File: src/rtl/dmem_store_buffer.sv
// Posted-write store buffer between the CPU data port and a single-port data memory.
// In-order FIFO of {addr, data}; loads forward from the youngest matching entry.
module dmem_store_buffer #(
    parameter int unsigned DEPTH  = 4,
    parameter int unsigned ADDR_W = 32,
    parameter int unsigned DATA_W = 32
) (
    input  logic                       clk,
    input  logic                       rst,
    input  logic [ADDR_W-1:0]          cpu_addr,
    input  logic [DATA_W-1:0]          cpu_wdata,
    input  logic                       cpu_we,
    input  logic                       cpu_re,
    output logic [DATA_W-1:0]          cpu_rdata,
    output logic                       cpu_stall,
    output logic [ADDR_W-1:0]          mem_addr,
    output logic [DATA_W-1:0]          mem_wdata,
    output logic                       mem_we,
    input  logic [DATA_W-1:0]          mem_rdata,
    input  logic                       mem_ready,
    output logic                       sb_empty,
    output logic [$clog2(DEPTH+1)-1:0] sb_count
);

    localparam int unsigned PTR_W = $clog2(DEPTH);
    localparam int unsigned CNT_W = $clog2(DEPTH+1);

    logic [ADDR_W-1:0] r_addr [DEPTH];
    logic [DATA_W-1:0] r_data [DEPTH];
    logic [PTR_W-1:0]  r_head;
    logic [PTR_W-1:0]  r_tail;
    logic [CNT_W-1:0]  r_count;

    logic              w_full;
    logic              w_empty;
    logic              w_drain;
    logic              w_push;
    logic              w_fwd_hit;
    logic [DATA_W-1:0] w_fwd_data;
    logic [PTR_W-1:0]  w_idx;

    assign w_full  = (r_count == CNT_W'(DEPTH));
    assign w_empty = (r_count == '0);
    // Loads win the memory port unless the buffer is full; reset suppresses any write.
    assign w_drain = !rst && !w_empty && mem_ready && (!cpu_re || w_full);
    assign w_push  = cpu_we && !w_full;

    assign cpu_stall = w_full && (cpu_we || cpu_re);
    assign mem_we    = w_drain;
    assign mem_addr  = w_drain ? r_addr[r_head] : cpu_addr;
    assign mem_wdata = r_data[r_head];
    assign sb_empty  = w_empty;
    assign sb_count  = r_count;

    // Walk oldest to youngest so the last match left standing is the youngest store.
    always_comb begin
        w_fwd_hit  = 1'b0;
        w_fwd_data = r_data[r_head];
        w_idx      = r_head;
        for (int unsigned i = 0; i < DEPTH; i++) begin
            w_idx = r_head + PTR_W'(i);
            if ((CNT_W'(i) < r_count) && (r_addr[w_idx] == cpu_addr)) begin
                w_fwd_hit  = 1'b1;
                w_fwd_data = r_data[w_idx];
            end
        end
    end

    assign cpu_rdata = (cpu_re && !cpu_stall && w_fwd_hit) ? w_fwd_data : mem_rdata;

    always_ff @(posedge clk) begin
        if (w_push) begin
            r_addr[r_tail] <= cpu_addr;
            r_data[r_tail] <= cpu_wdata;
        end
    end

    always_ff @(posedge clk) begin
        if (rst) begin
            r_head  <= '0;
            r_tail  <= '0;
            r_count <= '0;
        end else begin
            if (w_push) begin
                r_tail <= r_tail + PTR_W'(1);
            end
            if (w_drain) begin
                r_head <= r_head + PTR_W'(1);
            end
            case ({w_push, w_drain})
                2'b10:   r_count <= r_count + CNT_W'(1);
                2'b01:   r_count <= r_count - CNT_W'(1);
                default: r_count <= r_count;
            endcase
        end
    end

endmodule
File: config.mk
export PLATFORM = sky130hd
export DESIGN_NAME = dmem_store_buffer
export DESIGN_NICKNAME = d
export VERILOG_FILES = /design/src/rtl/dmem_store_buffer.sv
export SDC_FILE = /design/constraint.sdc
export NUM_CORES = 1
export LEC_CHECK = 0
export BUFFER_PORTS_ARGS = -buffer_cell sky130_fd_sc_hd__buf_2
export CORE_UTILIZATION = 55
export DETAILED_ROUTE_END_ITERATION = 8
export GPL_ROUTABILITY_DRIVEN = 1
export PLACE_DENSITY_LB_ADDON = 0.2
export SYNTH_ARGS = -nofsm -noshare
export SYNTH_HDL_FRONTEND = slang
export SYNTH_SLANG_ARGS = --single-unit
export TNS_END_PERCENT = 100
File: constraint.sdc
create_clock -name clk -period 3.4 [get_ports clk]
set_clock_uncertainty 0.15 [all_clocks]
set_input_delay 0.34 -clock clk [delete_from_list [all_inputs] [get_ports clk]]
set_output_delay 0.34 -clock clk [all_outputs]
set_load 0.05 [all_outputs]
-- Word level (Yosys, flattened, before mapping)
Memory sizes are Yosys's and may differ from the RTL's. A register that Yosys moved wholly into a read port is not among the register bits.
Cells that the tools add are included.
Widths: inputs -> output; s select.
- memories: 2
- word-level logic and storage cells: 58
- memory bits (writable): 256
- output and inout bits: 102
- input bits: 101
- register bits after elaboration: 7
- muxes and demuxes: 16
- order comparisons: 4
- add/sub/neg operators: 6
- reduce and logical (&&, ||, !) cells: 20
- equal/unequal tests: 7
- memories (name ; words ; width ; read ports ; clocked after Yosys merged registers in ; wr ports ; RTL line ; RTL):
    r_addr ; 4 ; 32 ; 4 ; 1 ; 1 ; 28 ; logic [ADDR_W-1:0] r_addr [DEPTH];
    r_data ; 4 ; 32 ; 4 ; 1 ; 1 ; 29 ; logic [DATA_W-1:0] r_data [DEPTH];
- operators by type and width (cell ; number):
    $mux 32 ; 5
    $eq 32x32->1 ; 4
    $logic_and 1x1->1 ; 11
    $mux 2 ; 4
    $lt 1x3->1 const A ; 2
    $lt 2x3->1 const A ; 2
    $mux 1 ; 6
    $pmux 3 s2 ; 1
    $logic_not 1->1 ; 5
    $add 2x1->2 const B ; 2
    $add 2x2->2 const B ; 2
    $add 3x1->3 const B ; 1
    $eq 3x3->1 const B ; 1
    $logic_not 3->1 ; 1
    $sub 3x1->3 const B ; 1
    $eq 2x1->1 const B ; 1
    $eq 2x2->1 const B ; 1
    $logic_or 1x1->1 ; 2
    $reduce_bool 2->1 ; 1

-- Longest topological paths before layout
An unclocked memory read counts as a cell.
- word-level depth: 9
- mapped depth: 15
- mapped depth without buffers: 10

-- Worst setup path before layout
No wires, ideal clock.
- path kind: reg2reg
- start point: register r_count[0], in the netlist sb_count[0]
- end point: register r_count[2], in the netlist sb_count[2]
- required time: 3180 ps
- buffers on the path: 2
- arrival time: 4035 ps
- cell stages (with the launch flop): 11
- setup time: 70 ps
- clock period less this slack: 4255 ps
- slack: -855 ps
- cells stage by stage: dfxtp_1 > inv_1 > ha_1 > nor2b_1 > or4b_2 > inv_1 > clkbuf_1 > buf_1 > ha_1 > or3_1 > a21oi_1
- word-level cells in the longest chain between the ends: 7
- elaborated cells on any way between the ends: 15
- classes of those cells: add/sub (2); eq/ne (3); mux (1); reduce/logical (9)
- ends and longest elaborated chain (element ; RTL line ; RTL):
    from (decl) ; 32 ; logic [CNT_W-1:0] r_count;
    from (signal assigned) ; 91 ; 2'b10: r_count <= r_count + CNT_W'(1);
    from (signal assigned) ; 92 ; 2'b01: r_count <= r_count - CNT_W'(1);
    from (signal assigned) ; 93 ; default: r_count <= r_count;
    $logic_not 3->1 (*) ; 43 ; assign w_empty = (r_count == '0);
    named net sb_empty ; 21 ; output logic sb_empty,
    $logic_not 1->1 (*) ; 45 ; assign w_drain = !rst && !w_empty && mem_ready && (!cpu_re || w_full);
    $logic_and 1x1->1 (*) (3 in series) ; 45 ;
    named net mem_we ; 18 ; output logic mem_we,
    $eq 2x1->1 or $eq 2x2->1 (tied branches) ; 90 ; case ({w_push, w_drain})
    $pmux 3 s2 or $reduce_bool 2->1 (tied branches) ; n/a ;
Mark *: on every way through the listed nets, which the timed path passes. The rest lies on a longest branch.
A chain may end at the register's enable or synchronous reset.

-- Worst setup path in the final report
- start point: register r_head[1]
- end point: output port cpu_rdata[3]
- word-level cells in the longest chain between the ends: 9
- elaborated cells on any way between the ends: 19
- classes of those cells: add/sub (3); eq/ne (3); mux (7); reduce/logical (4); memory (2)
- ends and longest elaborated chain (element ; RTL line ; RTL):
    from (decl) ; 30 ; logic [PTR_W-1:0] r_head;
    from (signal assigned) ; 88 ; r_head <= r_head + PTR_W'(1);
    $add 2x1->2 ; 61 ; w_idx = r_head + PTR_W'(i);
    $mem_v2 4x32 ; n/a ;
    $eq 32x32->1 ; 62 ; if ((CNT_W'(i) < r_count) && (r_addr[w_idx] == cpu_addr)) begin
    $logic_and 1x1->1 ; 62 ;
    $mux 1 (3 in series) ; 62 ;
    $logic_and 1x1->1 ; 69 ; assign cpu_rdata = (cpu_re && !cpu_stall && w_fwd_hit) ? w_fwd_data : mem_rdata;
    $mux 32 (*) ; 69 ;
    to (decl) ; 14 ; output logic [DATA_W-1:0] cpu_rdata,
Every way passes the cells marked *; elsewhere a longest branch is shown, timed or not.

==> reports/qor.csv <==
stage,metric,value,unit
logic_synthesis,async_reset_ff_share,0,%
logic_synthesis,ys_ff_latch,265,
logic_synthesis,yosysSeqAreaShare,41.2,%
place,dpl.cell_count,2507,
logic_synthesis,synth_fp_nets,1763,
routing,avgViaCountPerCell,6.66,
timing,rsz0062_at_grt,yes,
setup_path,reg2reg_depth,11,
place,gp_congestion,1.04,
setup_path,criticalPathCategory,register to output pin,
place,hpwlAfterDp,45.4,mm
logic_synthesis,netlist_instances,1653,
routing,via_count,17600,
status,violations,setup timing,
clock_tree,root_buffer,clkbuf_16,
layout,multiInputGateArea,11000,um^2
global_routing,grt.total_usage,36.3,%
power_and_ir_drop,irDropWorstVdd,0.401,mV
power_and_ir_drop,pwr-share-seq,39.4,%
logic_synthesis,ys_top_cells_by_area,"edfxtp_1, mux4_2, mux2i_1, mux2_2, nand2_1",
clock_tree,cts_buffers,29,
global_routing,gr-total-overflow,0,
floorplan,io_pins,203,
logic_synthesis,synth.cell_area,19100,um^2
place,port_buffers,202,
power_and_ir_drop,comb_power_share,28.9,%
logic_synthesis,synth.top_cell.area_share,40.3,%
floorplan,die_w,188,um
logic_synthesis,synth_most_common_cell,edfxtp_1,
layout,fill_cells,2241,
routing,totalWireLength,67.1,mm
status,outcome,finished with violations,
floorplan,start_util,56.4,%
routing,wl_met1,25.5,mm
job,max_cap_viol_count,0,
floorplan,core,33900,um^2
routing,drt_iter0_drc,2199,
layout,seq_area,7890,um^2
timing,hold_viol,0,
routing,drtPass1Iterations,6,
hold_path,holdPathStages,1,
layout,layout.nets,2273,
clock_tree,cts_tree,done,
power_and_ir_drop,powerDensity,384,nW/um^2
timing,fin_crit,4.58,ns
routing,wl_met2,31.8,mm
floorplan,dieArea,35500,um^2
layout,area_delta_synth_final,35.1,%
power_and_ir_drop,p_leak,9.16,nW
clock_tree,insertion_delay,0.57,ns
setup_path,crit_path_end_kind,output pin,
routing,met3_length,7.05,mm
setup_path,worstSetupStartpointType,register,
setup_path,arrival,4.09,ns
power_and_ir_drop,switching_power,0.00310,W
logic_synthesis,synth_edf_count,256,
setup_path,cp_max_fo,8,
logic_synthesis,syn_avg_cell_area,11.5,um^2
power_and_ir_drop,clockPowerShare,31.8,%
timing,hold_ws,0.0199,ns
timing,slew_headroom,57.0,%
timing,max_freq,219,MHz
layout,layout-drive-gt1-share,44.0,%
logic_synthesis,ys_warn_count,0,
logic_synthesis,yosys-top-cells-count,"edfxtp_1, nand2_1, mux2i_1, mux2_2, mux4_2",
timing,layout_setup_ws,-1.18,ns
routing,ant_nets,0,
power_and_ir_drop,switching_share,31.3,%
clock_tree,cts-htree-levels,1,
timing,slew_violations,0,
timing,worst_pin_slew,0.645,ns
power_and_ir_drop,internal_power,0.00680,W
timing,fin_crit_sh,135,%
routing,remaining_drc_errors,0,
floorplan,die_h,188,um
place,pre_cts_ws,-0.853,ns
floorplan,rows,67,
logic_synthesis,yosys.area.top_type,edfxtp_1,
logic_synthesis,synthDistinctLibCells,72,
global_routing,grt_pass1_vias,17200,
clock_tree,clkTransAtPathRegs,0.06,ns
logic_synthesis,synth_ff_type,edfxtp_1,
routing,avgRoutedWirePerCell,25.4,um
clock_tree,cts.sinks,265,
global_routing,grt_max_degree,61,
global_routing,antenna_found_initial,3,
setup_path,critical_path_required,2.91,ns
clock_tree,clock_path_buffers,3,
layout,final_cells,2637,
hold_path,hp-class,input port to register,
timing,setup_viol,33,
routing,top_layer_used,met4,
global_routing,grt_pass1_wl,99.6,mm
-- cell usage in the layout (no fill, tap or decap), types with 6 or more instances in the layout --
cell           netlist  final
edfxtp_1           256    256
nor4_1              10      6
nand4_1             27     27
buf_4               18    348
o2111ai_2            0      6
a32oi_1             32     28
o21ai_1             31     43
inv_1               49     47
xor2_1              18     18
o2bb2ai_1            6      6
clkbuf_1            84      6
xnor2_1             86     69
a22oi_1              6      6
mux2_2             116     84
mux2_4               0     32
mux4_2             100    100
o41ai_1             32     28
dlygate4sd3_1        0     46
o21ai_2              0      6
o21ai_0             95     75
a21oi_1             15     15
o22ai_1             11     11
buf_6                8     27
nor2_1              24     24
o2111ai_1           64     58
mux2i_2              1     12
buf_12               0     36
ha_1                 9      8
nand2_2              0      9
xnor2_2              0     17
nor3_1              12     10
mux2i_1            163    149
buf_2               20    167
clkbuf_16            0     36
nand2_1            216    207
o221ai_1             7      7
-- cell type report --
type | instances | area share [%]
multi-input combinational | 1179 | 42.6
sequential | 265 | 30.6
timing repair buffer | 639 | 20.2
clock buffer | 35 | 2.90
tap | 448 | 2.17
clock inverter | 19 | 0.767
inverter | 49 | 0.733
antenna | 3 | 0.0291
-- metal layers --
layer | vias up | GRT usage (%)
li1 | 7546 | -
met1 | 8631 | 48.4
met2 | 1192 | 60.0
met3 | 200 | 5.79
met4 | 0 | 13.3
met5 | - | 0
-- worst paths after layout --
path                                    from       endpoint  slack, ns
worst max register to register   sb_count[0]    sb_count[2]       0.48
worst min register to register     r_tail[1]      r_tail[1]       0.39
worst min-delay path            cpu_addr[30]  r_addr[3][30]       0.02
worst max-delay path               r_head[1]   cpu_rdata[3]      -1.18
-- kinds of logic after synthesis --
family | count (synthesis) | share of synthesized area (%)
compound gates | 346 | 13.0
xor+xnor | 104 | 4.77
fa+ha+maj | 9 | 0.590
buf+inv | 209 | 4.91
flops | 265 | 41.2
mux | 382 | 27.4
simple gates | 338 | 8.12
-- through the flow --
step | power [W] | setup TNS (ns) | cell area, um^2 | utilization [%]
final | 0.00989 | -34.80 | 25800 | 76.1
after global routing | 0.0102 | -37.35 | 25800 | 76.1
after CTS | 0.00974 | -34.11 | 25100 | 74.1
after detailed placement | 0.00653 | -26.45 | 23300 | 68.8
after global placement | 0.00648 | -24.43 | 23300 | 68.8
after floorplan | 0.00551 | -2.28 | 19500 | -
-- state kept, by name, indices dropped and copies added (netlist names), named ones only --
signal / flops
r_head: 2
r_tail: 2
r_addr: 128
sb_count: 3
r_data: 128
-- critical path, stage by stage, from the launching register on --
cell       delay [ns]
dfxtp_4          0.43
buf_12           0.15
mux4_2           0.50
xnor2_1          0.14
buf_4            0.16
o211ai_1         0.13
buf_4            0.17
nor4_4           0.34
buf_4            0.22
clkbuf_16        0.18
o2111ai_1        0.10
o2111ai_1        0.28
a32oi_1          0.18
mux2_4           0.28
buf_2            0.21
-- power by group through the flow --
| stage | Combinational [W] | Sequential (W) | Clock (W) |
|---|---|---|---|
| 2_1_floorplan | 0.00156 | 0.00395 | 0 |
| 3_3_place_gp | 0.00254 | 0.00394 | 0 |
| 3_5_place_dp | 0.00258 | 0.00395 | 0 |
| 4_1_cts | 0.00269 | 0.00388 | 0.00316 |
| 5_1_grt | 0.00299 | 0.00390 | 0.00329 |
| 6_report | 0.00286 | 0.00389 | 0.00314 |
-- repair_timing --
| action | in CTS | in global routing |
|---|---|---|
| setup buffers | 11 | 9 |
| endpoints found under the setup margin | 73 | 64 |
| hold buffers | 46 | 0 |
| resized for setup | 54 | 132 |
| cloned | 1 | 7 |
| pin swaps | 1 | 13 |
| endpoints found under the hold margin | 178 | 0 |
Power figures use the tool's default switching activity.
